File: config.mk
export PLATFORM = sky130hd
export DESIGN_NAME = ibex_iter_muldiv
export DESIGN_NICKNAME = d
export VERILOG_FILES = /design/src/rtl/ibex_iter_muldiv.sv
export SDC_FILE = /design/constraint.sdc
export NUM_CORES = 1
export LEC_CHECK = 0
export BUFFER_PORTS_ARGS = -buffer_cell sky130_fd_sc_hd__buf_4
export CAP_MARGIN = 20
export CELL_PAD_IN_SITES_DETAIL_PLACEMENT = 2
export CELL_PAD_IN_SITES_GLOBAL_PLACEMENT = 2
export CORE_AREA = 2 2 261 263
export CTS_CLUSTER_SIZE = 30
export DETAILED_ROUTE_END_ITERATION = 6
export DIE_AREA = 0 0 263 265
export HOLD_SLACK_MARGIN = 0.12
export PLACE_DENSITY_LB_ADDON = 0.1
export SYNTH_ARGS = -nofsm -noshare
export SYNTH_HDL_FRONTEND = slang
export SYNTH_SLANG_ARGS = --single-unit
File: constraint.sdc
create_clock -name clk_i -period 6 [get_ports clk_i]
set_clock_uncertainty 0.1 [all_clocks]
set_input_delay 1.2 -clock clk_i [delete_from_list [all_inputs] [get_ports clk_i]]
set_output_delay 1.2 -clock clk_i [all_outputs]
set_load 0.05 [all_outputs]
File: src/rtl/ibex_iter_muldiv.sv
// Iterative RV32M multiply/divide unit: one operand bit per cycle over a fixed
// IDLE -> ABS -> CALC(32) -> FIX -> DONE schedule, result strobed on valid_o.
module ibex_iter_muldiv #(
   parameter bit EarlyDivZero = 1'b1
) (
   input  logic        clk_i,
   input  logic        rst_i,
   input  logic        req_i,
   input  logic [1:0]  operator_i,
   input  logic [1:0]  signed_mode_i,
   input  logic [31:0] op_a_i,
   input  logic [31:0] op_b_i,
   input  logic        kill_i,
   output logic        ready_o,
   output logic        valid_o,
   output logic [31:0] result_o
);

   typedef enum logic [1:0] {
      MD_OP_MULL = 2'd0,
      MD_OP_MULH = 2'd1,
      MD_OP_DIV  = 2'd2,
      MD_OP_REM  = 2'd3
   } md_op_e;

   typedef enum logic [2:0] {IDLE, ABS, CALC, FIX, DONE} state_e;

   state_e      state_q, state_d;
   md_op_e      op_q, op_d;
   logic [1:0]  mode_q, mode_d;
   logic [31:0] a_q, a_d, b_q, b_d;
   logic [31:0] abs_a_q, abs_a_d, abs_b_q, abs_b_d;
   logic [63:0] acc_q, acc_d;
   logic [4:0]  cnt_q, cnt_d;
   logic        sign_a_q, sign_a_d, sign_b_q, sign_b_d;
   logic [31:0] result_q, result_d;

   logic        is_mul, div_zero, sa, sb;
   logic [32:0] rem_sh, trial;
   logic [63:0] prod;
   logic [31:0] quot, rem, zero_res;

   always_comb begin
      state_d  = state_q;
      op_d     = op_q;
      mode_d   = mode_q;
      a_d      = a_q;
      b_d      = b_q;
      abs_a_d  = abs_a_q;
      abs_b_d  = abs_b_q;
      acc_d    = acc_q;
      cnt_d    = cnt_q;
      sign_a_d = sign_a_q;
      sign_b_d = sign_b_q;
      result_d = result_q;

      is_mul   = ~op_q[1];
      div_zero = ~is_mul && (b_q == 32'h0);
      // Division treats the operands as signed only when both are marked signed
      sa       = (is_mul ? mode_q[0] : (mode_q == 2'b11)) & a_q[31];
      sb       = (is_mul ? mode_q[1] : (mode_q == 2'b11)) & b_q[31];
      zero_res = (op_q == MD_OP_DIV) ? 32'hFFFF_FFFF : a_q;

      rem_sh   = {acc_q[31:0], abs_a_q[31]};
      trial    = rem_sh - {1'b0, abs_b_q};
      prod     = (sign_a_q ^ sign_b_q) ? -acc_q : acc_q;
      quot     = (sign_a_q ^ sign_b_q) ? -abs_a_q : abs_a_q;
      rem      = sign_a_q ? -acc_q[31:0] : acc_q[31:0];

      ready_o  = (state_q == IDLE);
      valid_o  = (state_q == DONE);

      unique case (state_q)
         IDLE: begin
            if (req_i) begin
               op_d    = md_op_e'(operator_i);
               mode_d  = signed_mode_i;
               a_d     = op_a_i;
               b_d     = op_b_i;
               state_d = ABS;
            end
         end
         ABS: begin
            sign_a_d = sa;
            sign_b_d = sb;
            abs_a_d  = sa ? -a_q : a_q;
            abs_b_d  = sb ? -b_q : b_q;
            acc_d    = 64'h0;
            cnt_d    = 5'd0;
            if (div_zero && EarlyDivZero) begin
               result_d = zero_res;
               state_d  = DONE;
            end else begin
               state_d = CALC;
            end
         end
         CALC: begin
            if (is_mul) begin
               acc_d = acc_q + (abs_b_q[cnt_q] ? ({32'h0, abs_a_q} << cnt_q) : 64'h0);
            end else begin
               // abs_a_q shifts dividend bits out and quotient bits in
               abs_a_d = {abs_a_q[30:0], ~trial[32]};
               acc_d   = {32'h0, trial[32] ? rem_sh[31:0] : trial[31:0]};
            end
            cnt_d = cnt_q + 5'd1;
            if (cnt_q == 5'd31) state_d = FIX;
         end
         FIX: begin
            unique case (op_q)
               MD_OP_MULL: result_d = prod[31:0];
               MD_OP_MULH: result_d = prod[63:32];
               MD_OP_DIV:  result_d = div_zero ? zero_res : quot;
               MD_OP_REM:  result_d = div_zero ? zero_res : rem;
               default:    result_d = result_q;
            endcase
            state_d = DONE;
         end
         DONE:    state_d = IDLE;
         default: state_d = IDLE;
      endcase

      if (kill_i && (state_q != IDLE)) begin
         state_d  = IDLE;
         result_d = result_q;
      end
   end

   always_ff @(posedge clk_i) begin
      if (rst_i) begin
         state_q  <= IDLE;
         op_q     <= MD_OP_MULL;
         mode_q   <= 2'b00;
         a_q      <= 32'h0;
         b_q      <= 32'h0;
         abs_a_q  <= 32'h0;
         abs_b_q  <= 32'h0;
         acc_q    <= 64'h0;
         cnt_q    <= 5'd0;
         sign_a_q <= 1'b0;
         sign_b_q <= 1'b0;
         result_q <= 32'h0;
      end else begin
         state_q  <= state_d;
         op_q     <= op_d;
         mode_q   <= mode_d;
         a_q      <= a_d;
         b_q      <= b_d;
         abs_a_q  <= abs_a_d;
         abs_b_q  <= abs_b_d;
         acc_q    <= acc_d;
         cnt_q    <= cnt_d;
         sign_a_q <= sign_a_d;
         sign_b_q <= sign_b_d;
         result_q <= result_d;
      end
   end

   assign result_o = result_q;

endmodule

==> summary.md <==
| Metric | Value |
|---|---|
| Outcome | `finished clean` |
| Seq pwr share | `38.4%` |
| Die height | `~270 um` |
| Number of flops mapped to enable cells by yosys | `0` |
| Post-CTS setup buffer count | `0` |
| Residual DRC count | `0` |
| Post-synth ARST share | `0%` |
| Cell Pwr Density | `184.7 nW/um^2` |
| Final HPWL DP | `about 82000 um` |
| CTS tree | `built` |
| Die area | `69700 um^2` |
| Commonest non-fill, non-tap cell in the layout | `nand2_1` |
| Clock sinks | `238` |
| Combinational power share | `a little under a fifth` |
| Critical path launch point type | `flip-flop` |
| RD Place Congestion | `about 0.91` |
| Initial DRC count | `1538` |
| Port bufs | `105` |
| Mapped Area | `roughly 22000 um^2` |
| Final number of hold-violating endpoints | `0` |
| Area Overhead vs Synth | `12.14%` |
| Req. time, crit path | `between 6 and 7 ns` |
| CTS Buf Count | `31` |
| Most frequent cells in the layout | `nand2_1, nor2_1, a21oi_1` |
| Worst path bufs/invs | `3` |
| Fin crit share | `94.45%` |
| DR vias/cell | `5.960` |
| Hold WC Path Type | `flip-flop to flip-flop` |
| Share of cells above drive strength 1 | `between 10 and 15%` |
| R2r setup slk | `0.33 ns` |
| Power Total | `around 0.0045 W` |
| Global-route wire length before repair | `around 160000 um` |
| H-tree levels | `1` |
| Root Buffer | `clkbuf_16` |
| Minimum clock period | `~5.7 ns` |
| Setup violators final | `0` |
| Max-slew headroom | `approximately 36%` |
| Crit-path cells | `buf_12 -> mux4_2 -> mux2i_1 -> nor2_1 -> a21oi_1 -> nor2_1 -> ha_1 -> nand4_1 -> a211oi_1 -> o21ai_0 -> nor2b_1 -> and3_1 -> o41ai_1 -> buf_4 -> a31oi_1 -> o31ai_1 -> buf_4 -> mux2i_1 -> nand2_1` |
| Die Width | `between 200 and 300 um` |
| Yosys warning count | `0` |
| Main synth FF type | `dfxtp_1` |
| Fin. max-slew vios | `0` |
| Net Sw Power | `~0.0015 W` |
| Cells after synthesis | `just over 3k` |
| Gr ovfl total | `0` |
| Crit Path Class | `flip-flop to flip-flop` |
| Critical path's slowest cell | `mux4_2` |
| Least-Margin Pin Slew | `roughly 0.95 ns` |
| ANT nets after route | `0` |
| Clk_lat worst skew | `roughly 0.62 ns` |
| Number of global-route vias before repair | `24.72k` |
| Max cap viols | `0` |
| CTS max path bufs | `3` |
| Post-Syn Nets | `around 3.2k` |
| Syn Area/Cell | `~7.2 um^2` |
| Cell variety after synth | `80` |
| Number of fill cells | `slightly below 8k` |
| Ports | `between 100 and 150` |
| Worst-path clk slew | `roughly 0.060 ns` |
| Initial antenna violation count | `2` |
| Fmax | `approximately 0.18 GHz` |
| IR drop worst, VDD | `roughly 0.24 mV` |
| Sw Ratio | `between 30% and 40%` |
| Reported leakage power | `roughly 9.4 nW` |
| Antenna Cells | `0` |
| Setup TNS | `0 ns` |
| Internal | `0.003022 W` |
| Aggregate routed wire length | `104300 um` |
| WL per Instance | `approximately 27 um` |
| Hold_buf cts | `0` |
| CP Capture Type | `flip-flop` |
| Seq/Total Area, Yosys | `a little over a fifth` |
| Critical path's top delay family | `compound AO/OA/AOI/OAI gates` |
| Initial Utilization | `about a third` |
| #FFs+latches synth | `~240` |
| Delay of the slowest critical-path stage | `0.58 ns` |
| Routed vias | `roughly 23k` |
| Yosys top cell by area | `dfxtp_1` |
| # rows | `between 90 and 100` |
| Largest net degree at the start of global routing | `73` |
| Global-route usage over all layers | `between 20% and 30%` |
| Nets | `~3.2k` |
| Arr. time, crit path | `about 6.1 ns` |
| Core Area | `around 67000 um^2` |
| Top cells by area, synth | `dfxtp_1, a21oi_1, nand2_1` |
| Yosys top cell area share | `approximately 22%` |
| DRT Pass-1 Iters | `5` |
| Setup repair after global routing missed its margin | `false` |
| Clock Power Share | `a little over two fifths` |
| Critical path peak fanout | `48` |
## kinds of logic after synthesis
family                   after synthesis  share of synthesized area (%)
XOR/XNOR                             263                          10.55
buffers and inverters                349                          6.162
adder cells (fa/ha/maj)              103                          5.973
AO/OA/AOI/OAI                        947                          27.67
flip-flops                           238                          21.83
multiplexers                         105                          6.845
AND/OR/NAND/NOR                     1015                          20.96
## Yosys cell counts (18+ instances only)
master and n:
xor2_1 124, a22oi_1 36, or4_1 19, clkbuf_1 231
mux2i_1 48, nor3_1 62, o41ai_1 21, nor4_1 27
or3_1 23, mux2_2 24, nand2b_1 19, a31oi_1 21
buf_1 18, a21o_1 63, and3_1 21, inv_1 86
xnor2_1 139, o221ai_1 22, a21oi_1 309, mux4_2 33
dfxtp_1 238, o21ai_0 178, a211oi_1 91, ha_1 101
nor2_1 316, nand3_1 41, nor2b_1 21, o31ai_1 45
nand2_1 383, nand4_1 23, o21bai_1 21
## metrics by stage
step | hold WS, ns | setup slack, ns | utilization [%] | cell area [um^2] | cells
final | 0.3559 | 0.3331 | 36.64 | 24480 | 3878
after global routing | 0.3712 | 0.0005911 | 36.64 | 24480 | 3878
after CTS | 0.3608 | 0.1353 | 36.61 | 24460 | 3877
after detailed placement | 0.3476 | 0.1717 | 35.07 | 23430 | 3819
after global placement | 0.3381 | 0.3155 | 35.07 | 23430 | 3819
after floorplan | 0.3363 | 0.2159 | - | 21830 | 3020
## routing by layer
layer	GRT usage [%]	wire length [um]
met4	9.189	3519
met1	37.41	46410
met5	0	0
met3	2.685	3456
met2	52.01	50890
## power groups by stage
stage          clock, W  combinational, W  sequential [W]
6_report        0.00193          0.000853         0.00174
5_1_grt         0.00203          0.000936         0.00175
4_1_cts         0.00198          0.000850         0.00174
3_5_place_dp          0          0.000845         0.00177
3_3_place_gp          0          0.000818         0.00177
2_1_floorplan         0          0.000579         0.00171
## what timing repair did
item | CTS | global route
endpoints found under the setup margin | 0 | 8
hold endpoints to repair | 0 | 0
resized for setup | 0 | 5
## state kept, by name, summed over array words and instances, names as in the netlist
register / count
abs_a_q: 32
result_o: 32
abs_b_q: 32
a_q: 32
b_q: 32
cnt_q: 5
mode_q: 2
acc_q: 64
state_q: 3
op_q: 2
sign_b_q: 1
sign_a_q: 1
## final timing paths
path	from	endpoint	cells past startpoint
hold / removal	result_o[24]	result_o[24]	2
setup reg to reg	cnt_q[0]	acc_q[44]	19
setup / recovery	cnt_q[0]	acc_q[44]	19
hold reg to reg	result_o[24]	result_o[24]	2
## worst reg2reg max path, cell delays in order (launching register included)
cell and delay, ns:
dfxtp_4 0.45, buf_12 0.29, mux4_2 0.61, mux2i_1 0.23, nor2_1 0.08, a21oi_1 0.29
nor2_1 0.10, ha_1 0.40, nand4_1 0.22, a211oi_1 0.31, o21ai_0 0.24, nor2b_1 0.24
and3_1 0.20, o41ai_1 0.47, buf_4 0.22, a31oi_1 0.15, o31ai_1 0.45, buf_4 0.21
mux2i_1 0.22, nand2_1 0.08
## cell type report
cell class                      instances  area (um^2)  area share (%)
Multi-Input combinational cell       2433        15800           64.55
Sequential cell                       238         4775           19.51
Timing Repair Buffer                  189         1451           5.930
Tap cell                              873         1092           4.463
Clock buffer                           42        897.1           3.665
Inverter                               87        326.6           1.334
Clock inverter                         16        133.9          0.5470
Power figures use the tool's default switching activity.
